$ cat src/rtl/sram_port_arbiter.sv
// Two-master sram-like port arbiter: alternating priority under contention, grant lock
// until accept, and an in-order source-tag FIFO that routes responses back.
module sram_port_arbiter #(
  parameter int unsigned ADDR_W    = 32,
  parameter int unsigned DATA_W    = 32,
  parameter int unsigned MAX_OUTST = 4
) (
  input  logic                clk,
  input  logic                reset,
  input  logic                inst_req,
  input  logic                inst_wr,
  input  logic [1:0]          inst_size,
  input  logic [ADDR_W-1:0]   inst_addr,
  input  logic [DATA_W/8-1:0] inst_wstrb,
  input  logic [DATA_W-1:0]   inst_wdata,
  output logic                inst_addr_ok,
  output logic                inst_data_ok,
  output logic [DATA_W-1:0]   inst_rdata,
  input  logic                data_req,
  input  logic                data_wr,
  input  logic [1:0]          data_size,
  input  logic [ADDR_W-1:0]   data_addr,
  input  logic [DATA_W/8-1:0] data_wstrb,
  input  logic [DATA_W-1:0]   data_wdata,
  output logic                data_addr_ok,
  output logic                data_data_ok,
  output logic [DATA_W-1:0]   data_rdata,
  output logic                mem_req,
  output logic                mem_wr,
  output logic [1:0]          mem_size,
  output logic [ADDR_W-1:0]   mem_addr,
  output logic [DATA_W/8-1:0] mem_wstrb,
  output logic [DATA_W-1:0]   mem_wdata,
  input  logic                mem_addr_ok,
  input  logic                mem_data_ok,
  input  logic [DATA_W-1:0]   mem_rdata,
  output logic                err_spurious
);

  localparam int unsigned PTR_W = (MAX_OUTST > 1) ? $clog2(MAX_OUTST) : 1;
  localparam int unsigned CNT_W = PTR_W + 1;

  typedef enum logic [1:0] {IDLE, LOCK_I, LOCK_D} state_t;

  state_t               state, state_nxt;
  logic                 last_src;
  logic [MAX_OUTST-1:0] tag_q;
  logic [PTR_W-1:0]     wr_ptr, rd_ptr;
  logic [CNT_W-1:0]     count;
  logic                 gnt_i, gnt_d;
  logic                 fifo_full, fifo_empty;
  logic                 accept, pop, head;

  assign fifo_full  = (count == CNT_W'(MAX_OUTST));
  assign fifo_empty = (count == '0);

  // Grant: lock holds the owner; in IDLE the master that did not win last gets priority
  always_comb begin
    gnt_i = 1'b0;
    gnt_d = 1'b0;
    if (!reset) begin
      case (state)
        LOCK_I:  gnt_i = 1'b1;
        LOCK_D:  gnt_d = 1'b1;
        default: begin
          if (inst_req && data_req) begin
            gnt_d = !last_src;
            gnt_i = last_src;
          end else begin
            gnt_i = inst_req;
            gnt_d = data_req;
          end
        end
      endcase
    end
  end

  // Request mux toward the slave
  always_comb begin
    mem_wr    = 1'b0;
    mem_size  = '0;
    mem_addr  = '0;
    mem_wstrb = '0;
    mem_wdata = '0;
    if (gnt_i) begin
      mem_wr    = inst_wr;
      mem_size  = inst_size;
      mem_addr  = inst_addr;
      mem_wstrb = inst_wstrb;
      mem_wdata = inst_wdata;
    end else if (gnt_d) begin
      mem_wr    = data_wr;
      mem_size  = data_size;
      mem_addr  = data_addr;
      mem_wstrb = data_wstrb;
      mem_wdata = data_wdata;
    end
  end

  assign mem_req      = ((gnt_i && inst_req) || (gnt_d && data_req)) && !fifo_full;
  assign accept       = mem_req && mem_addr_ok;
  assign inst_addr_ok = accept && gnt_i;
  assign data_addr_ok = accept && gnt_d;

  assign head         = tag_q[rd_ptr];
  assign pop          = mem_data_ok && !fifo_empty && !reset;
  assign inst_data_ok = pop && !head;
  assign data_data_ok = pop && head;
  assign inst_rdata   = mem_rdata;
  assign data_rdata   = mem_rdata;

  // Next grant state
  always_comb begin
    state_nxt = state;
    case (state)
      IDLE:    if (mem_req && !mem_addr_ok) state_nxt = gnt_d ? LOCK_D : LOCK_I;
      LOCK_I:  if (accept || !inst_req) state_nxt = IDLE;
      LOCK_D:  if (accept || !data_req) state_nxt = IDLE;
      default: state_nxt = IDLE;
    endcase
  end

  always_ff @(posedge clk) begin
    if (reset) begin
      state        <= IDLE;
      last_src     <= 1'b0;
      tag_q        <= '0;
      wr_ptr       <= '0;
      rd_ptr       <= '0;
      count        <= '0;
      err_spurious <= 1'b0;
    end else begin
      state <= state_nxt;
      if (accept) begin
        last_src      <= gnt_d;
        tag_q[wr_ptr] <= gnt_d;
        wr_ptr        <= wr_ptr + PTR_W'(1);
      end
      if (pop) rd_ptr <= rd_ptr + PTR_W'(1);
      case ({accept, pop})
        2'b10:   count <= count + CNT_W'(1);
        2'b01:   count <= count - CNT_W'(1);
        default: count <= count;
      endcase
      if (mem_data_ok && fifo_empty) err_spurious <= 1'b1;
    end
  end

endmodule

$ cat config.mk
export PLATFORM = sky130hd
export DESIGN_NAME = sram_port_arbiter
export DESIGN_NICKNAME = d
export VERILOG_FILES = /design/src/rtl/sram_port_arbiter.sv
export SDC_FILE = /design/constraint.sdc
export NUM_CORES = 1
export LEC_CHECK = 0
export ABC_AREA = 1
export ABC_CLOCK_PERIOD_IN_PS = 2550
export BUFFER_PORTS_ARGS = -buffer_cell sky130_fd_sc_hd__buf_2
export CAP_MARGIN = 15
export CORE_AREA = 2 2 125 127
export CTS_CLUSTER_DIAMETER = 60
export DETAILED_ROUTE_END_ITERATION = 6
export DIE_AREA = 0 0 127 129
export PLACE_DENSITY = 0.56
export SLEW_MARGIN = 10
export SYNTH_ARGS = -nofsm -noshare
export SYNTH_HDL_FRONTEND = slang
export SYNTH_SLANG_ARGS = --single-unit
export TNS_END_PERCENT = 1
$ cat constraint.sdc
create_clock -name clk -period 2.55 [get_ports clk]
set_clock_uncertainty 0.05 [all_clocks]
set_input_delay 0.1275 -clock clk [delete_from_list [all_inputs] [get_ports clk]]
set_output_delay 0.1275 -clock clk [all_outputs]
set_load 0.02 [all_outputs]
==> metrics.txt <==
# TYPE chip_impl_metric gauge
chip_impl_metric{name="fillCellCount",unit=""} 1755
chip_impl_metric{name="fmaxAchievable",unit="GHz"} 0.4259
chip_impl_metric{name="antenna_found_initial",unit=""} 0
chip_impl_metric{name="seqPwrFrac",unit="%"} 7.5
chip_impl_metric{name="grt_pass1_vias",unit=""} 2905
chip_impl_info{name="cts-root-buf",value="sky130_fd_sc_hd__clkbuf_16"} 1
chip_impl_metric{name="power.density",unit="nW/um^2"} 1125
chip_impl_metric{name="clk-insertion-delay-late",unit="ps"} 250
chip_impl_metric{name="synthesis.nets",unit=""} 635
chip_impl_metric{name="worst_ep_arrival_time",unit="ps"} 2170
chip_impl_metric{name="max-slew-margin-rel",unit="%"} 69.86
chip_impl_info{name="path_cells",value="inv_1 > ha_1 > inv_1 > a21oi_4 > buf_12 > nand2_2 > buf_4 > nand3_1 > nand2_1 > buf_2"} 1
chip_impl_metric{name="cts_hold_bufs",unit=""} 0
chip_impl_info{name="timing.critical_path.to_type",value="output pin"} 1
chip_impl_metric{name="routed-via-count",unit=""} 3315
chip_impl_metric{name="groute.usage.overall",unit="%"} 12.09
chip_impl_metric{name="cp_max_fo",unit=""} 41
chip_impl_metric{name="net_switching_power_figure",unit="W"} 0.002412
chip_impl_metric{name="die_w",unit="microns"} 127
chip_impl_metric{name="nNetsFinal",unit=""} 780
chip_impl_metric{name="power.switching_fraction",unit="%"} 61.21
chip_impl_metric{name="placementRows",unit=""} 45
chip_impl_metric{name="min_period_over_period",unit="%"} 92.08
chip_impl_metric{name="finalWorstPathRequiredPeriod",unit="ps"} 2348
chip_impl_metric{name="post-place-ws",unit="ps"} 107.0
chip_impl_metric{name="largest_stage_delay_worst_path",unit="ps"} 380
chip_impl_metric{name="synth.yosys.seq_area_share",unit="%"} 11.95
chip_impl_metric{name="post_synth_num_cell_types",unit=""} 19
chip_impl_metric{name="final_antenna_net_count",unit=""} 0
chip_impl_metric{name="postSynthCellCount",unit=""} 446
chip_impl_metric{name="post-place-cells",unit=""} 772
chip_impl_metric{name="final_cells",unit=""} 778
chip_impl_metric{name="tightest_slew",unit="ps"} 448.7
chip_impl_metric{name="cts.clk_slew.worst_paths",unit="ps"} 50
chip_impl_metric{name="worst_ir_drop_vdd",unit="V"} 0.0005641
chip_impl_metric{name="num_antenna_cells",unit=""} 0
chip_impl_info{name="final_common_cell",value="sky130_fd_sc_hd__buf_2"} 1
chip_impl_metric{name="finalWorstSetupSlack",unit="ps"} 202.0
chip_impl_metric{name="detail_route.first_pass.iterations",unit=""} 4
chip_impl_metric{name="cap_viol_max_count",unit=""} 0
chip_impl_metric{name="drt_iter0_markers",unit=""} 217
chip_impl_info{name="timing.critical_path.slowest_stage_cell",value="sky130_fd_sc_hd__buf_4"} 1
chip_impl_metric{name="detail_route.wl_per_cell",unit="microns"} 14.38
chip_impl_metric{name="drt-vias-per-instance",unit=""} 4.261
chip_impl_metric{name="drc_errors",unit=""} 0
chip_impl_metric{name="area_delta_synth_final",unit="%"} 39.44
chip_impl_info{name="timing.hold.worst.start",value="mem_data_ok"} 1
chip_impl_metric{name="top_level_ports",unit=""} 321
chip_impl_metric{name="tns",unit="ps"} 0
chip_impl_metric{name="place_congestion",unit=""} 0.7362
chip_impl_metric{name="route.final.wire_length",unit="mm"} 11.19
chip_impl_metric{name="yosys_warnings",unit=""} 0
chip_impl_metric{name="post_route_cells_drive_above_1_share",unit="%"} 42.37
chip_impl_metric{name="clock_h_tree_levels",unit=""} 1
chip_impl_info{name="critical_path.most_common_cell",value="sky130_fd_sc_hd__inv_1"} 1
chip_impl_metric{name="timing.critical_path.required",unit="ps"} 2370
chip_impl_info{name="run_status",value="finished clean"} 1
chip_impl_info{name="type_of_origin_of_the_critical_path",value="register"} 1
chip_impl_metric{name="static-leakage-power",unit="nW"} 2.133
chip_impl_metric{name="grt_first_pass_wirelength",unit="mm"} 15.92
chip_impl_metric{name="numClockSinks",unit=""} 15
chip_impl_metric{name="maxSlewViolCount",unit=""} 0
chip_impl_info{name="most_frequent_cells_in_the_layout",value="sky130_fd_sc_hd__buf_2, sky130_fd_sc_hd__nand3_1, sky130_fd_sc_hd__nand2_1"} 1
chip_impl_metric{name="p_clk_share",unit="%"} 7.8
chip_impl_info{name="rsz0062_at_grt",value="false"} 1
chip_impl_info{name="worstSetupStartpoint",value="state[1]"} 1
chip_impl_info{name="path_class",value="reg -> out"} 1
chip_impl_metric{name="multi_input_gate_area_in_the_final_layout",unit="sq um"} 1501
chip_impl_metric{name="post_synth.cell_area_avg",unit="sq um"} 5.633
chip_impl_metric{name="buffer_ports.inserted",unit=""} 224
chip_impl_metric{name="hold_violations",unit=""} 0
chip_impl_metric{name="synth-seq-cells",unit=""} 15
chip_impl_metric{name="share_comb_of_total_power",unit="%"} 84.7
chip_impl_metric{name="regArea",unit="sq um"} 300.3
chip_impl_metric{name="internal_power",unit="W"} 0.001529
chip_impl_metric{name="placeable_area",unit="sq um"} 14980
chip_impl_info{name="hold_path.class",value="in -> reg"} 1
chip_impl_metric{name="area_of_the_mapped_netlist",unit="sq um"} 2512
chip_impl_metric{name="total_die_area",unit="sq um"} 16380
chip_impl_metric{name="final.hold.worst_slack",unit="ps"} 85.33
chip_impl_metric{name="dieHeight",unit="microns"} 129
chip_impl_metric{name="cts_buffer_depth",unit=""} 2
chip_impl_metric{name="setup_viol",unit=""} 0
chip_impl_metric{name="grt.overflow.total",unit=""} 0
chip_impl_metric{name="grt_max_degree",unit=""} 73
chip_impl_metric{name="tritoncts.num_buffers",unit=""} 3
chip_impl_metric{name="hpwl",unit="mm"} 8.693
chip_impl_metric{name="initial_core_util",unit="%"} 16.78
chip_impl_info{name="cts_tree",value="done"} 1
chip_impl_info{name="r2r-start",value="state[0]"} 1
## cells in the mapped netlist
master / n / share of area, %
sky130_fd_sc_hd__o21ai_0: 11 / 2.2
sky130_fd_sc_hd__inv_2: 1 / 0.15
sky130_fd_sc_hd__nand3_2: 2 / 0.80
sky130_fd_sc_hd__nand2_1: 97 / 14
sky130_fd_sc_hd__clkbuf_1: 26 / 3.9
sky130_fd_sc_hd__or2_2: 3 / 0.75
sky130_fd_sc_hd__ha_1: 8 / 4.0
sky130_fd_sc_hd__fa_1: 1 / 0.80
sky130_fd_sc_hd__nand2_2: 1 / 0.25
sky130_fd_sc_hd__nor3_1: 2 / 0.40
sky130_fd_sc_hd__dfxtp_1: 15 / 12
sky130_fd_sc_hd__a21oi_4: 1 / 0.65
sky130_fd_sc_hd__nor2_1: 13 / 1.9
sky130_fd_sc_hd__nand3_1: 150 / 30
sky130_fd_sc_hd__inv_1: 33 / 4.9
sky130_fd_sc_hd__buf_2: 4 / 0.80
sky130_fd_sc_hd__a21oi_1: 12 / 2.4
sky130_fd_sc_hd__buf_4: 65 / 19
sky130_fd_sc_hd__a32oi_1: 1 / 0.35
## final timing paths
| kind | endpoint | slack (ps) | depth (start not counted) |
|---|---|---|---|
| max | mem_addr[5] | 200 | 10 |
| min | err_spurious | 90 | 3 |
| max reg2reg | count[2] | 240 | 14 |
| min reg2reg | err_spurious | 410 | 2 |
## per-layer routing
layer | track usage [%] | share of wire, %
met2 | 19.32 | 47
met5 | 0 | 0
met1 | 16.17 | 43
met4 | 2.780 | 1.6
met3 | 3.493 | 8.6
## critical path, delay by kind of cell (launching register included)
family	cells	cell delay (ps)
AO/OA/AOI/OAI	1	80
adder cells (fa/ha/maj)	1	210
buffers and inverters	5	930
flip-flops	1	320
AND/OR/NAND/NOR	3	360
## repair_timing
action / 4_1_cts / 5_1_grt
gates resized for setup: 0 / 2
setup buffers: 0 / 1
setup endpoints to repair: 0 / 50
## power groups by stage
stage | combinational, W | clock (W) | sequential, W
5_1_grt | 0.00366 | 0.000328 | 0.000302
6_report | 0.00334 | 0.000307 | 0.000297
3_3_place_gp | 0.00327 | 0 | 0.000301
4_1_cts | 0.00328 | 0.000317 | 0.000297
2_1_floorplan | 0.00223 | 0 | 0.000301
3_5_place_dp | 0.00327 | 0 | 0.000302
## layout make-up
| class | instances | area share, % |
|---|---|---|
| Tap cell | 188 | 6.714 |
| Multi-Input combinational cell | 302 | 42.86 |
| Clock inverter | 1 | 0.1429 |
| Clock buffer | 3 | 2.143 |
| Sequential cell | 15 | 8.571 |
| Timing Repair Buffer | 235 | 35.93 |
| Inverter | 34 | 3.643 |
## sequential cells by signal, indices dropped and copies added, names as in the netlist
name and flops:
wr_ptr 2, last_src 1, err_spurious 1, tag_q 4, state 2, count 3
rd_ptr 2
## per-stage QoR
step                      instance area, sq um  power, W  utilization, %
after floorplan                           2512  0.002528               -
after global placement                    3378  0.003569           22.56
after detailed placement                  3378  0.003570           22.56
after CTS                                 3458  0.003895           23.09
after global routing                      3503  0.004293           23.39
final                                     3503  0.003941           23.39
## logic make-up (layout without fill, tap and decap cells)
group	count (synthesis)	count (layout)	share of synthesized area [%]
AO/OA/AOI/OAI	25	25	5.578
adder cells (fa/ha/maj)	9	9	4.781
buffers and inverters	129	273	29.18
flip-flops	15	15	11.95
AND/OR/NAND/NOR	268	268	48.51
(Power assumes the default switching activity.)
